--- src/rtl/rs232_rx.sv ---
// UART receiver: 8N1, LSB first, 16x oversampling with 3-sample majority vote per bit.
// Define RS232_RX_PARITY_EN to add an even-parity bit before the stop bit and a parity_err strobe.
`timescale 1ns/1ps
module rs232_rx #(
    parameter int CLK_FREQ = 50_000_000,
    parameter int BAUDRATE = 115_200
) (
    input  logic       clk,
    input  logic       rst,
    input  logic       rx,
    output logic [7:0] data,
    output logic       valid,
    output logic       frame_err,
    output logic       busy
`ifdef RS232_RX_PARITY_EN
    ,
    output logic       parity_err
`endif
);

    localparam int DIV = (CLK_FREQ + BAUDRATE * 8) / (BAUDRATE * 16);
    localparam int TW  = (DIV > 1) ? $clog2(DIV) : 1;
    localparam logic [TW-1:0] TICK_LAST = TW'(DIV - 1);

    typedef enum logic [2:0] {
        WAIT_HIGH,
        IDLE,
        START,
        DATA,
`ifdef RS232_RX_PARITY_EN
        PARITY,
`endif
        STOP
    } state_t;

    function automatic logic majority(input logic a, input logic b, input logic c);
        return (a & b) | (a & c) | (b & c);
    endfunction

    state_t        state, state_next;
    logic          rx_p0, rx_p1, rx_p2;
    logic [TW-1:0] tick_cnt;
    logic          tick;
    logic [3:0]    sample_cnt;
    logic [3:0]    smp;
    logic          mid, wrap;
    logic          vote7, vote8;
    logic          bit_val;
    logic [7:0]    shift;
    logic [2:0]    bit_idx;

    logic          cnt_clr, bit_take, idx_clr, idx_inc, data_load;
    logic          valid_next, ferr_next;
`ifdef RS232_RX_PARITY_EN
    logic          par_bit, par_take, perr_next;
`endif

    // Stage p0..p1 synchronise the pin; p2 holds the previous synchronised value for edge detection
    always_ff @(posedge clk) begin
        if (!rst) begin
            rx_p0 <= 1'b1;
            rx_p1 <= 1'b1;
            rx_p2 <= 1'b1;
        end else begin
            rx_p0 <= rx;
            rx_p1 <= rx_p0;
            rx_p2 <= rx_p1;
        end
    end

    assign tick = (tick_cnt == TICK_LAST);

    // The counter is cleared on the start edge so each tick lands at a fixed sixteenth of the bit
    always_ff @(posedge clk) begin
        if (!rst) begin
            tick_cnt   <= '0;
            sample_cnt <= 4'd0;
        end else if (cnt_clr) begin
            tick_cnt   <= '0;
            sample_cnt <= 4'd0;
        end else begin
            tick_cnt <= tick ? '0 : tick_cnt + TW'(1);
            if (tick)
                sample_cnt <= sample_cnt + 4'd1;
        end
    end

    // smp is the index of the sample this tick takes; 7/8/9 straddle the bit centre
    assign smp     = sample_cnt + 4'd1;
    assign mid     = tick && (smp == 4'd9);
    assign wrap    = tick && (sample_cnt == 4'd15);
    assign bit_val = majority(vote7, vote8, rx_p1);

    always_ff @(posedge clk) begin
        if (tick && smp == 4'd7)
            vote7 <= rx_p1;
        if (tick && smp == 4'd8)
            vote8 <= rx_p1;
        if (bit_take)
            shift[bit_idx] <= bit_val;
`ifdef RS232_RX_PARITY_EN
        if (par_take)
            par_bit <= bit_val;
`endif
    end

    always_comb begin
        state_next = state;
        cnt_clr    = 1'b0;
        bit_take   = 1'b0;
        idx_clr    = 1'b0;
        idx_inc    = 1'b0;
        data_load  = 1'b0;
        valid_next = 1'b0;
        ferr_next  = 1'b0;
`ifdef RS232_RX_PARITY_EN
        par_take   = 1'b0;
        perr_next  = 1'b0;
`endif
        case (state)
            WAIT_HIGH: begin
                if (tick && rx_p1)
                    state_next = IDLE;
            end
            IDLE: begin
                if (rx_p2 && !rx_p1) begin
                    state_next = START;
                    cnt_clr    = 1'b1;
                end
            end
            START: begin
                if (mid && bit_val) begin
                    state_next = IDLE;
                end else if (wrap) begin
                    state_next = DATA;
                    idx_clr    = 1'b1;
                end
            end
            DATA: begin
                if (mid)
                    bit_take = 1'b1;
                if (wrap) begin
                    if (bit_idx == 3'd7) begin
`ifdef RS232_RX_PARITY_EN
                        state_next = PARITY;
`else
                        state_next = STOP;
`endif
                    end else begin
                        idx_inc = 1'b1;
                    end
                end
            end
`ifdef RS232_RX_PARITY_EN
            PARITY: begin
                if (mid)
                    par_take = 1'b1;
                if (wrap)
                    state_next = STOP;
            end
`endif
            // Deciding at mid-stop leaves the rest of the stop bit free to catch the next start edge
            STOP: begin
                if (mid) begin
                    data_load = 1'b1;
                    if (bit_val) begin
                        state_next = IDLE;
`ifdef RS232_RX_PARITY_EN
                        if (^{shift, par_bit})
                            perr_next = 1'b1;
                        else
                            valid_next = 1'b1;
`else
                        valid_next = 1'b1;
`endif
                    end else begin
                        state_next = WAIT_HIGH;
                        ferr_next  = 1'b1;
                    end
                end
            end
            default: state_next = WAIT_HIGH;
        endcase
    end

    assign busy = (state != IDLE);

    always_ff @(posedge clk) begin
        if (!rst) begin
            state     <= WAIT_HIGH;
            bit_idx   <= 3'd0;
            data      <= 8'd0;
            valid     <= 1'b0;
            frame_err <= 1'b0;
`ifdef RS232_RX_PARITY_EN
            parity_err <= 1'b0;
`endif
        end else begin
            state     <= state_next;
            valid     <= valid_next;
            frame_err <= ferr_next;
`ifdef RS232_RX_PARITY_EN
            parity_err <= perr_next;
`endif
            if (idx_clr)
                bit_idx <= 3'd0;
            else if (idx_inc)
                bit_idx <= bit_idx + 3'd1;
            if (data_load)
                data <= shift;
        end
    end

endmodule

--- config.mk ---
export PLATFORM = sky130hd
export DESIGN_NAME = rs232_rx
export DESIGN_NICKNAME = d
export VERILOG_FILES = /design/src/rtl/rs232_rx.sv
export SDC_FILE = /design/constraint.sdc
export NUM_CORES = 1
export LEC_CHECK = 0
export ABC_AREA = 1
export CAP_MARGIN = 20
export CORE_UTILIZATION = 60
export CTS_CLUSTER_DIAMETER = 120
export CTS_CLUSTER_SIZE = 24
export DETAILED_ROUTE_END_ITERATION = 8
export PLACE_DENSITY_LB_ADDON = 0.15
export SLEW_MARGIN = 20
export SYNTH_ARGS = -nofsm -noshare
export SYNTH_HDL_FRONTEND = slang
export SYNTH_SLANG_ARGS = --single-unit
--- constraint.sdc ---
create_clock -name clk -period 3.7 [get_ports clk]
set_clock_uncertainty 0.15 [all_clocks]
set_input_delay 0.74 -clock clk [delete_from_list [all_inputs] [get_ports clk]]
set_output_delay 0.74 -clock clk [all_outputs]
set_load 0.01 [all_outputs]
==> results of run 1 <==
-- area by class of cell --
type                            count  share of cell area
Sequential cell                    38               0.445
Tap cell                           30              0.0194
Clock buffer                        8              0.0524
Timing Repair Buffer               13              0.0673
Multi-Input combinational cell    132               0.359
Inverter                           29              0.0569
-- per-layer routing --
layer / up-vias / wire length [microns]
met5: - / 0
met2: 38 / 1610
met4: 0 / 48
met1: 634 / 1300
met3: 7 / 134
li1: 684 / -
-- power groups by stage --
stage	combinational, uW	clock [uW]	sequential [uW]
2_1_floorplan	101	0	455
3_3_place_gp	123	0	457
3_5_place_dp	130	0	458
4_1_cts	132	317	448
5_1_grt	152	333	450
6_report	133	310	448
-- state kept, by name (all words and copies together), names as in the netlist --
signal / cells
vote7: 1
sample_cnt: 4
bit_idx: 3
rx_p1: 1
frame_err: 1
rx_p2: 1
data: 8
shift: 8
tick_cnt: 5
rx_p0: 1
state: 3
valid: 1
vote8: 1
-- cell usage in the layout, fill, tap and decap left out --
master,instances
a21oi_1,7
a22oi_1,1
clkbuf_16,2
clkbuf_4,5
clkbuf_8,1
clkdlybuf4s50_1,13
clkinv_2,1
dfxtp_1,28
edfxtp_1,10
ha_1,8
inv_1,24
inv_2,4
nand2_1,36
nand2_2,2
nand3_1,8
nand3_2,1
nand4_1,3
nand4_2,1
nor2_1,30
nor2_2,2
nor3_1,12
nor3_2,1
nor3_4,1
nor3b_1,1
o21ai_0,3
o21ai_1,8
o22ai_1,2
or2_2,3
xor2_1,2
-- cell families (layout without fill, tap and decap cells) --
group,after synthesis,count (layout),share of synthesized area
buffers and inverters,31,50,0.0765
xor gates and xnor gates,2,2,0.0104
DFF,38,38,0.511
adders and majority gates,8,8,0.0594
and+or+nand+nor,101,101,0.277
AOI/OAI and AO/OA,21,21,0.0654
-- how the worst max path moves through the flow --
stage / start / endpoint / slack [ps] / depth (start not counted)
2_1_floorplan: sample_cnt[1] / shift[0] / 1960 / 9
3_3_place_gp: rst / tick_cnt[2] / 1460 / 5
3_5_place_dp: rst / sample_cnt[3] / 1350 / 5
4_1_cts: state[0] / busy / 1120 / 4
5_1_grt: state[0] / busy / 990 / 4
6_report: state[0] / busy / 1130 / 4
-- stage by stage --
stage               std cells  setup WS, ps  total power (uW)
floorplan                 201          1960               557
global placement          242          1460               580
detailed placement        242          1350               587
CTS                       250          1120               898
global route              250           989               934
finish                    250          1130               890
-- critical path: cells and delay by family, from the launching register on --
| kind | cells | cell delay (ps) |
|---|---|---|
| flops | 1 | 360 |
| buf+inv | 3 | 690 |
| simple gates | 1 | 290 |
==> out/qor.csv, run 1 <==
metric;value;unit
synth_area_leaders;dfxtp_1 (33%), edfxtp_1 (18%), nand2_1 (8.0%);
routed_wl;3.09;mm
drtPass1Iterations;4;
drive_gt1_frac;0.109;
antenna_found_initial;0;
async_flop_share;0;
fin_setup_tns;0;ps
yosysTopAreaCell;dfxtp_1;
place.gp.congestion;0.878;
synth_most_common_cell;nand2_1;
r2r_slack;1680;ps
synth_top_cell_area_share;0.333;
die_area;0.00302;sq mm
worstMarginPinSlew;736;ps
syn2layout_area_growth;14.9;%
path_common_cell;inv_1;
multi_input_area;694;sq um
worstSkewPairLatency;340;ps
htree_levels;2;
cp_max_fo;4;
max_stage_delay;490;ps
ant_nets;0;
io_buffers;13;
grt_pass1_vias;1281;
ys_seq_elements;38;
period_needed;2570;ps
grtUsageTotal;0.247;
yosysSeqAreaShare;0.511;
final_cell_area;0.00193;sq mm
hp-class;reg2reg;
seq_area;861;sq um
yosys_warnings;0;
numCtsBuffers;5;
fillers;207;
dieWidth;55.0;microns
drv_cap;0;
grtUsageMet1;0.277;
core-area;0.00257;sq mm
clock_path_buffers;2;
synth_nets;212;
avgSynthCellArea;8.38;sq um
worstSetupPathType;reg2out;
grt.busiest_layer;met2;
cts.sinks;38;
grt_pass1_wl;5.15;mm
p_int;661;uW
synthCells;201;
power.density;460;mW/mm^2
cts_hold_buf;0;
wl_per_cell;12.4;microns
root_buffer;clkbuf_4;
clockPowerShare;0.348;
reg2reg_depth;9;
max_slew_margin;0.509;
antennaDiodeCount;0;
end_kind;output port;
start_kind;register;
timing.rr.end;shift[1];
yosysUniqueCellTypes;27;
initialDrtViolationCount;43;
grt_max_degree;15;
hold_start;rx_p0;
slew_violations;0;
vias;1363;
r2r-start;sample_cnt[0];
place_area;0.00183;sq mm
crit_chain;inv_1, nor3_1, inv_1, clkdlybuf4s50_1;
synthTopCellsByCount;nand2_1 (36), nor2_1 (30), dfxtp_1 (28);
fin_nets;230;
synth_edf_count;10;
core.rowCount;18;
holdPathEnd;rx_p1;
power.share.switching;0.258;
crit_slowest_cell;clkdlybuf4s50_1;
power_switching;230;uW
p_leak;0.000804;uW
ir_drop;349;uV
status;completed;
cts_setup_buffers;0;
rsz0062_at_grt;no;
cts-resized-gates;0;
crit_arrival;1680;ps
clock.fmax;0.389;GHz
post-route-period-util;0.695;
initial_utilization;0.656;
met3_usage;0.0492;
synth_area;0.00168;sq mm
final-setup-viol-count;0;
gr-usage-met2;0.452;
whs_path_depth;1;
seqPwrFrac;0.503;
cts_tree;built;
ios;14;
hpwlAfterDp;2.35;mm
cts.clk_slew.worst_paths;110;ps
hold_viol_final;0;
holdWs;297;ps
utilization;0.753;
comb_power_share;0.149;
ys.flop_type;dfxtp_1;
route.detailed.drc;0;
die_y;55.0;microns
required;2810;ps
avgViaCountPerCell;5.45;
gr-total-overflow;0;
Power figures use the tool's default switching activity.
==> inputs of run 2 (changes only) <==
--- a/config.mk
+++ b/config.mk
@@ -7,7 +7,7 @@
 export LEC_CHECK = 0
 export ABC_AREA = 1
 export CAP_MARGIN = 20
-export CORE_UTILIZATION = 60
+export CORE_UTILIZATION = 56
 export CTS_CLUSTER_DIAMETER = 120
 export CTS_CLUSTER_SIZE = 24
 export DETAILED_ROUTE_END_ITERATION = 8
==> constraint.sdc (replaced) <==
create_clock -name clk -period 2.5 [get_ports clk]
set_clock_uncertainty 0.15 [all_clocks]
set_input_delay 0.5 -clock clk [delete_from_list [all_inputs] [get_ports clk]]
set_output_delay 0.5 -clock clk [all_outputs]
set_load 0.01 [all_outputs]
==> run 2 against run 1 <==
  * The flow now finishes with violations (design-rule violations)
  * Clock-buffer cell count fell by 3
  * Register-to-register slack got worse by 1200 ps
  * Largest power group unchanged
  * First-iteration DRC count rose by 35%
  * Routed wire length fell by 2.7%
  * Global-route usage fell by 2.9 points
  * Combinational power rose by 51%
  * Clock power fell by 1%
==> out/qor.csv, run 2 (synthesized netlist as in run 1, its figures left out) <==
metric;value;unit
status;finished with violations;
violations;design-rule violations;
place_area;0.00185;sq mm
core.rowCount;19;
vias;1332;
ir_drop;435;uV
slew_violations;0;
core-area;0.00281;sq mm
io_buffers;13;
grt_pass1_vias;1241;
clock_path_buffers;2;
worstSkewPairLatency;350;ps
drive_gt1_frac;0.117;
drv_cap;0;
power.density;614;mW/mm^2
required;1850;ps
cp_max_fo;4;
crit_arrival;1640;ps
top_regs;data: 8 flops, shift: 8 flops, tick_cnt: 5 flops;
numCtsBuffers;5;
initial_utilization;0.600;
grtUsageTotal;0.218;
hold_viol_final;0;
routed_wl;3.01;mm
avgViaCountPerCell;5.26;
hpwlAfterDp;2.24;mm
period_needed;2290;ps
grtUsageMet1;0.240;
fin_nets;232;
cts.clk_slew.worst_paths;110;ps
final-setup-viol-count;0;
fin_setup_tns;0;ps
die_y;56.8;microns
final_cell_area;0.00191;sq mm
htree_levels;2;
wl_per_cell;11.9;microns
syn2layout_area_growth;13.3;%
cts_tree;built;
cts.sinks;38;
start_kind;register;
grt_max_degree;13;
die_area;0.00323;sq mm
drtPass1Iterations;6;
grt_pass1_wl;5.21;mm
met3_usage;0.0853;
worstSetupPathType;reg2out;
dieWidth;56.8;microns
initialDrtViolationCount;58;
place.gp.congestion;0.844;
cts_setup_buffers;0;
route.detailed.drc;3;
rsz0062_at_grt;no;
gr-usage-met2;0.369;
hp-class;reg2reg;
final_cell_mix;nand2_1 (36), nor2_1 (30), dfxtp_1 (28), inv_1 (24), clkdlybuf4s50_1 (13);
antenna_found_initial;0;
clock.fmax;0.436;GHz
end_kind;output port;
ant_nets;0;
p_leak;0.000791;uW
mostFrequentLayoutCell;nand2_1;
worstMarginPinSlew;335;ps
grt.busiest_layer;met2;
max_slew_margin;0.775;
antennaDiodeCount;0;
ios;14;
post-route-period-util;0.917;
fillers;244;
gr-total-overflow;0;
root_buffer;clkbuf_4;
[run 2: routing by layer]
| metal | vias up | routed length [microns] | share of wire |
|---|---|---|---|
| met4 | 0 | 61 | 0.020 |
| met5 | - | 0 | 0 |
| met1 | 607 | 1330 | 0.44 |
| li1 | 690 | - | - |
| met2 | 27 | 1460 | 0.49 |
| met3 | 8 | 154 | 0.051 |
[run 2: what timing repair did]
| action | CTS | global route |
|---|---|---|
| endpoints found under the setup margin | 0 | 1 |
| resized for setup | 0 | 1 |
| hold buffers | 0 | 0 |
[run 2: layout make-up]
class / count / area, sq um / share of cell area
flip-flops and latches: 38 / 861 / 0.451
multi-input cells: 132 / 699 / 0.367
repair buffers: 15 / 145 / 0.0761
well taps: 31 / 38.8 / 0.0203
clock inverters: 3 / 16.3 / 0.00852
clock buffers: 5 / 37.5 / 0.0197
inverters: 29 / 110 / 0.0577
[run 2: power by group]
part	internal, uW	switching (uW)
clock network	104	202
logic	72.8	128
registers	649	15.8
total	826	346
[run 2: per-stage QoR]
step | std cells | util | power [uW] | hold WS (ps) | setup WS, ps
3_5_place_dp | 245 | 0.659 | 877 | 264 | 483
3_3_place_gp | 245 | 0.659 | 863 | 251 | 611
6_report | 253 | 0.680 | 1170 | 294 | 207
5_1_grt | 253 | 0.680 | 1240 | 330 | 77.2
4_1_cts | 253 | 0.678 | 1180 | 304 | 77.3
2_1_floorplan | 201 | - | 824 | 243 | 762
[run 2: path summary, 6_finish.rpt]
path / endpoint / startpoint / slack [ps] / depth (start not counted)
worst max-delay path: busy / state[0] / 210 / 4
worst min-delay path: rx_p1 / rx_p0 / 290 / 1
worst max register to register: shift[5] / sample_cnt[0] / 510 / 9
worst min register to register: rx_p1 / rx_p0 / 290 / 1
[run 2: worst max-delay path, cell delays in order (launching register included)]
cell and delay, ps:
dfxtp_1 380, inv_1 120, nor3_2 200, inv_1 100, clkdlybuf4s50_1 490
==> inputs of run 3 (changes only) <==
--- a/config.mk
+++ b/config.mk
@@ -11,7 +11,7 @@
 export CTS_CLUSTER_DIAMETER = 120
 export CTS_CLUSTER_SIZE = 24
 export DETAILED_ROUTE_END_ITERATION = 8
-export PLACE_DENSITY_LB_ADDON = 0.15
+export PLACE_DENSITY = 0.88
 export SLEW_MARGIN = 20
 export SYNTH_ARGS = -nofsm -noshare
 export SYNTH_HDL_FRONTEND = slang
==> run 3 against run 2 <==
  * The flow still finishes with violations (design-rule violations)
  * Critical path type unchanged
  * Total power down 2.0%
  * Combinational power is 5% lower
  * Hold slack got worse by 2.6 ps
  * Largest power group unchanged
==> out/qor.csv, run 3 (synthesized netlist as in run 1, its figures left out) <==
metric;value;unit
status;finished with violations;
violations;design-rule violations;
path_buf_inv;3;
crit_chain;inv_1, nor3_1, inv_1, clkdlybuf4s50_1;
worstMarginPinSlew;456;ps
timing.rr.end;shift[7];
end_kind;output port;
die_y;56.8;microns
holdPathEnd;rx_p1;
cts_setup_buffers;0;
numCtsBuffers;5;
root_buffer;clkbuf_4;
rsz0062_at_grt;no;
path_delay_family;buffers and inverters;
slew_violations;0;
required;1850;ps
multi_input_area;694;sq um
core.rowCount;19;
worstSkewPairLatency;340;ps
grt_pass1_vias;1175;
final_cell_area;0.00189;sq mm
syn2layout_area_growth;12.4;%
grt_pass1_wl;4.80;mm
reg2reg_depth;9;
post-route-period-util;0.958;
avgViaCountPerCell;5.12;
path_common_cell;inv_1;
grtUsageTotal;0.199;
initialDrtViolationCount;50;
hold_start;rx_p0;
fin_setup_tns;0;ps
place.gp.congestion;0.824;
max_slew_margin;0.695;
io_buffers;13;
final-setup-viol-count;0;
ir_drop;430;uV
clock.fmax;0.418;GHz
clock_path_buffers;2;
die_area;0.00323;sq mm
hpwlAfterDp;2.04;mm
seq_area;861;sq um
start_kind;register;
worstSetupPathType;reg2out;
power.density;607;mW/mm^2
place_area;0.00184;sq mm
final_cell_mix;nand2_1 (36), nor2_1 (30), dfxtp_1 (28), inv_1 (24), clkdlybuf4s50_1 (13);
cts_hold_buf;0;
period_needed;2400;ps
route.detailed.drc;2;
cts_tree;built;
cts.clk_slew.worst_paths;100;ps
p_leak;0.000786;uW
hp-class;reg2reg;
r2r-start;sample_cnt[0];
core-area;0.00281;sq mm
htree_levels;2;
r2r_slack;490;ps
crit_arrival;1750;ps
wl_per_cell;10.8;microns
holdWs;291;ps
top_regs;data: 8 flops, shift: 8 flops, tick_cnt: 5 flops;
hold_viol_final;0;
dieWidth;56.8;microns
cp_max_fo;4;
max_stage_delay;490;ps
initial_utilization;0.600;
drive_gt1_frac;0.109;
drv_cap;0;
ios;14;
drtPass1Iterations;6;
cts-resized-gates;0;
vias;1290;
whs_path_depth;1;
crit_slowest_cell;clkdlybuf4s50_1;
cts.sinks;38;
routed_wl;2.73;mm
antennaDiodeCount;0;
grt_max_degree;15;
antenna_found_initial;0;
ant_nets;0;
fin_nets;231;
fillers;224;
mostFrequentLayoutCell;nand2_1;
gr-total-overflow;0;
## run 3: changes by cell type in the layout (fill, tap and decap cells not counted), sizes merged
cell | before | now
buf | 2 | 1
clkbuf | 5 | 6
clkinvlp | 1 | 0
## run 3: worst max path at each step
stage	slack, ps	from	endpoint	cells after the start
final	100	state[0]	busy	4
after global routing	10	state[2]	busy	3
after CTS	80	state[0]	busy	4
after detailed placement	430	rst	sample_cnt[3]	5
after global placement	490	rst	tick_cnt[2]	5
after floorplan	760	sample_cnt[1]	shift[0]	9
## run 3: area by class of cell
type                       instances  share of cell area
inverter                          29              0.0582
tap                               31              0.0205
sequential                        38               0.455
multi-input combinational        132               0.367
clock buffer                       6              0.0218
timing repair buffer              14              0.0727
clock inverter                     2             0.00529
## run 3: power by group
part	leakage, uW	internal, uW	switching, uW	total (uW)
Combinational	0.000438	70.7	119	190
Sequential	0.000316	649	13.5	662
Clock	0.0000320	107	189	297
## run 3: per-layer routing
metal | vias to the layer above | part of all wire | track usage
li1 | 682 | - | -
met1 | 573 | 0.48 | 0.248
met2 | 28 | 0.46 | 0.313
met3 | 7 | 0.046 | 0.0645
met4 | 0 | 0.015 | 0.0941
met5 | - | 0 | 0
## run 3: per-stage QoR
| stage | total power (uW) | std cells | setup slack, ps | utilization |
|---|---|---|---|---|
| after detailed placement | 867 | 244 | 426 | 0.657 |
| after CTS | 1160 | 252 | 77.0 | 0.675 |
| after floorplan | 824 | 201 | 762 | - |
| after global placement | 862 | 244 | 487 | 0.657 |
| after global routing | 1220 | 252 | 10.5 | 0.675 |
| final | 1150 | 252 | 105 | 0.675 |
